## src/rtl/io_seq_checker_sync2.sv

```systemverilog
// Two-flop synchroniser bringing the asynchronous monitored bus into the
// checker clock domain.
module io_sync2 #(
  parameter int WIDTH = 8
) (
  input  logic             clk,
  input  logic             rst,
  input  logic [WIDTH-1:0] d,
  output logic [WIDTH-1:0] q
);

  logic [WIDTH-1:0] meta_q;
  logic [WIDTH-1:0] sync_q;

  always_ff @(posedge clk or posedge rst) begin
    if (rst) begin
      meta_q <= '0;
      sync_q <= '0;
    end else begin
      meta_q <= d;
      sync_q <= meta_q;
    end
  end

  assign q = sync_q;

endmodule

```

## config.mk

```make
export PLATFORM = sky130hd
export DESIGN_NAME = io_sync2
export DESIGN_NICKNAME = d
export VERILOG_FILES = /design/src/rtl/io_seq_checker_sync2.sv
export SDC_FILE = /design/constraint.sdc
export NUM_CORES = 1
export LEC_CHECK = 0
export ABC_AREA = 1
export CAP_MARGIN = 15
export CORE_AREA = 2 2 39 41
export DETAILED_ROUTE_END_ITERATION = 8
export DIE_AREA = 0 0 41 43
export GPL_ROUTABILITY_DRIVEN = 0
export HOLD_SLACK_MARGIN = 0.1
export PLACE_DENSITY = 0.6
export SYNTH_ARGS = -nofsm -noshare
export SYNTH_HDL_FRONTEND = slang
export SYNTH_SLANG_ARGS = --single-unit
```

## constraint.sdc

```tcl
create_clock -name clk -period 0.8 [get_ports clk]
set_input_delay 0.12 -clock clk [delete_from_list [all_inputs] [get_ports clk]]
set_output_delay 0.12 -clock clk [all_outputs]
set_load 0.02 [all_outputs]
```

**Yosys cells after proc, flatten, opt, wreduce, memory -nomap -nowiden**

Index checks and enable logic that the tools add are counted.
Widths: inputs -> output; s select.

- Memory bits (read-only): 0
- Word-level logic and storage cells: 2
- Bits in latches: 0
- Register bits after elaboration: 16
- Output and inout bits: 8
- Memories: 0
- RAM bits: 0
- Bits of input ports: 10

- Muxes and demuxes: 0
- $mul: 0
- Eq/ne operators: 0
- Divide/modulo/power cells: 0
- Add/subtract/negate cells: 0
- Magnitude comparators: 0
- Bitwise logic cells: 0
- Reduce and logical (&&, ||, !) cells: 0
- Shift operators: 0

**Depth between registers and ports, before layout**

Gate-level depths: netlist of run 1.

- Depth after elaboration: 0
- Depth in mapped cells: 1

**Worst setup path before layout of run 1**

No wires, ideal clock.

- Path type: reg-to-output
- Start: register sync_q[0], in the netlist q[0]
- End: output port q[0]
- Buffers on the path: 0
- Required time: 680 ps
- Cell stages (with the launch flop): 1
- Slack: 264 ps
- Data arrival time: 416 ps
- Cells stage by stage: dfrtp_1

RTL lines:

| element | RTL line | source |
|---|---|---|
| start: declaration | 13 | `logic [WIDTH-1:0] sync_q;` |
| start signal: assignment | 21 | `sync_q <= meta_q;` |
| end: declaration | 9 | `output logic [WIDTH-1:0] q` |

No word-level cell between the ends.

**Worst setup path in the final report of run 1**

- Start: register sync_q[2], in the netlist q[2]
- End: output port q[2]

No word-level cell between the ends.

==> results.cfg, run 1 <==
[clock_network]
clockBufferDepth = 2
clk_pin_slew_worst_paths_ns = 0.08
htreeDepth = 1
tritoncts = done
clock_latency_ns = 0.27
cts_inserted_buffers = 3
cts_root_buf = clkbuf_4
cts.sinks = 16
cts_setup_buffers = 0

[cells_and_area]
design_area_um2 = 647
multi_input_area_um2 = 0
drive_gt1_share_pct = 31.6
n_fill_cell = 120
fin_nets = 50
diodes = 0
fin_util_pct = 46.7
multi_input_cells = 0
seq_area_um2 = 400
syn2layout_area_growth_pct = 60.1

[die]
die_h_um = 43
start_util_pct = 29.2
fp-row-count = 14
pin_count = 18
dieArea_mm2 = 0.00176
coreArea_mm2 = 0.00138
die_x_um = 41

[critical_path]
cpLargestDelayFamily = flip-flops
crit_type = reg2out
cp_num_cells = 1
crit_path_end = q[2]
cp.required_ns = 0.68
cp_cell_sequence = buf_6
r2r_start = meta_q[2]$_DFF_PP0_
worstPathMaxFanout = 1
worstPathArrival_ns = 0.78
r2r-end = q[2]$_DFF_PP0_
reg2reg_slack_ns = 0.32
reg2reg_depth = 0
setup.worst_path.end_class = output port
startpoint = q[2]$_DFF_PP0_
crit_path_start_kind = flop
path_buf_inv = 1
critPathSlowestCell = dfrtp_1
critPathMaxStageDelay_ns = 0.38

[timing]
max_freq_mhz = 1110
hold_viol = 0
rsz0062_at_grt = yes
worst_slack_ns = -0.0973
slew_violations = 0
setup_viol = 8
max_slew.worst_pin.slew_ns = 0.0936
post-route-period-util_pct = 112
clock_skew_ns = 0.000421
holdWs_ns = 0.158
worst_slew_margin_rel_pct = 93.8
finalCriticalPeriod_ns = 0.897

[placed_design]
dpl_cell_area_um2 = 614
place_hpwl_um = 401
portBuffers = 17
pre_cts_slack_ns = -0.231

[logic_synthesis]
syn-num-nets = 27
syn_inst = 17
ys_seq_area_share_pct = 99.1
yosysUniqueCellTypes = 2
netlist_area_um2 = 404
syn_area_per_cell_um2 = 23.8
yosysWarnings = 0
synth_seq_cells = 16

[status]
status = complete, but fails checks
violations = negative setup slack

[worst_hold_path]
min_path_type = in2async

[global_routing]
grt_pass1_vias = 213
grt_max_degree = 17
grt_pass1_wl_um = 772
grt_use_total_pct = 7.05
antenna_found_initial = 0
gr-total-overflow = 0

[routing]
drc = 0
drt_iter0_drc = 0
first_pass_iters = 1
postRouteWirelength_um = 508
post_drt_via_cell_ratio = 3.54
routedWlPerCell_um = 9.41
via_count = 191
drtAntennaViolNets = 0

[power]
power_mw = 1.38
powerDensity_mw_per_mm2 = 2130
peakVddDrop_uv = 948
leakage_nw = 0.299

[job]
drv_cap = 0
-- cells in the mapped netlist --
| library cell | count | area (um^2) |
|---|---|---|
| dfrtp_1 | 16 | 400 |
| inv_1 | 1 | 3.75 |
-- what timing repair did --
| item | 4_1_cts | 5_1_grt |
|---|---|---|
| endpoints found under the setup margin | 8 | 8 |
| resized for setup | 48 | 0 |
| hold buffers | 0 | 0 |
-- cells by family (layout without fill, tap and decap cells) --
family,Yosys count,count (layout),synth area share (%)
flops,16,16,99.1
buf+inv,1,22,0.928
-- power breakdown --
part	leakage [nW]	total (mW)	switching, mW	internal [mW]
clock	0.0138	0.374	0.200	0.174
sequential	0.186	0.863	0.0141	0.849
combinational	0.0983	0.141	0.0545	0.0861
-- sequential cells by signal, indices dropped and copies added, names as in the netlist --
name / count
q: 8
meta_q: 8
-- layout by cell type (no fill, tap or decap) --
cell type        instances
buf_12                   1
buf_6                    8
clkbuf_4                 3
inv_1                    1
clkdlybuf4s50_1          9
dfrtp_1                 16
-- area by class of cell --
class | count | area share [%]
sequential | 16 | 61.9
timing repair buffer | 18 | 30.9
clock buffer | 3 | 3.48
tap | 16 | 3.09
inverter | 1 | 0.580
-- through the flow --
| step | std cells | TNS (ns) |
|---|---|---|
| 2_1_floorplan | 17 | 0 |
| 3_3_place_gp | 51 | -1.70 |
| 3_5_place_dp | 51 | -1.75 |
| 4_1_cts | 54 | -0.884 |
| 5_1_grt | 54 | -1.01 |
| 6_report | 54 | -0.737 |
-- layer usage --
metal	global-route usage (%)	up-vias	wire [um]	part of all wire, %
met1	7.86	87	184	36
met3	3.14	0	44	8.7
li1	-	94	-	-
met4	6.00	0	0	0
met5	0	-	0	0
met2	9.69	10	279	55
-- worst min-delay path by stage --
stage | from | endpoint | cells past startpoint
finish | rst | q[2]$_DFF_PP0_ | 3
global route | rst | q[0]$_DFF_PP0_ | 3
CTS | rst | q[7]$_DFF_PP0_ | 3
detailed placement | meta_q[4]$_DFF_PP0_ | q[4]$_DFF_PP0_ | 0
global placement | meta_q[4]$_DFF_PP0_ | q[4]$_DFF_PP0_ | 0
floorplan | rst | meta_q[0]$_DFF_PP0_ | 1
-- worst min-delay path: cells and delay by family --
kind | cells | cell delay (ns)
buf+inv | 3 | 0.64
(Power assumes the default switching activity.)
==> run 2, diff against run 1 <==
Clock period 0.8 ns to 0.85 ns, I/O delays scaled along.
==> results of run 2 <==
The final DEF is identical to that of run 1. Status: complete, but fails checks: negative setup slack.
Among the figures that moved: setup slack after placement -0.231 ns -> -0.189 ns; setup slack after layout -0.0973 ns -> -0.0548 ns; setup TNS -0.737 ns -> -0.397 ns; hold slack 0.158 ns -> 0.166 ns; register-to-register setup slack 0.32 ns -> 0.37 ns; total power 1.38 mW -> 1.30 mW; worst IR drop on VDD 948 uV -> 892 uV
==> run 3, diff against run 2 <==
Settings changed: GPL_ROUTABILITY_DRIVEN 0 to default.
==> results of run 3 <==
The final DEF is identical to that of run 1. Status: complete, but fails checks: negative setup slack.
Among the figures that moved: setup slack after placement -0.231 ns -> -0.189 ns; setup slack after layout -0.0973 ns -> -0.0548 ns; setup TNS -0.737 ns -> -0.397 ns; hold slack 0.158 ns -> 0.166 ns; register-to-register setup slack 0.32 ns -> 0.37 ns; total power 1.38 mW -> 1.30 mW; worst IR drop on VDD 948 uV -> 892 uV
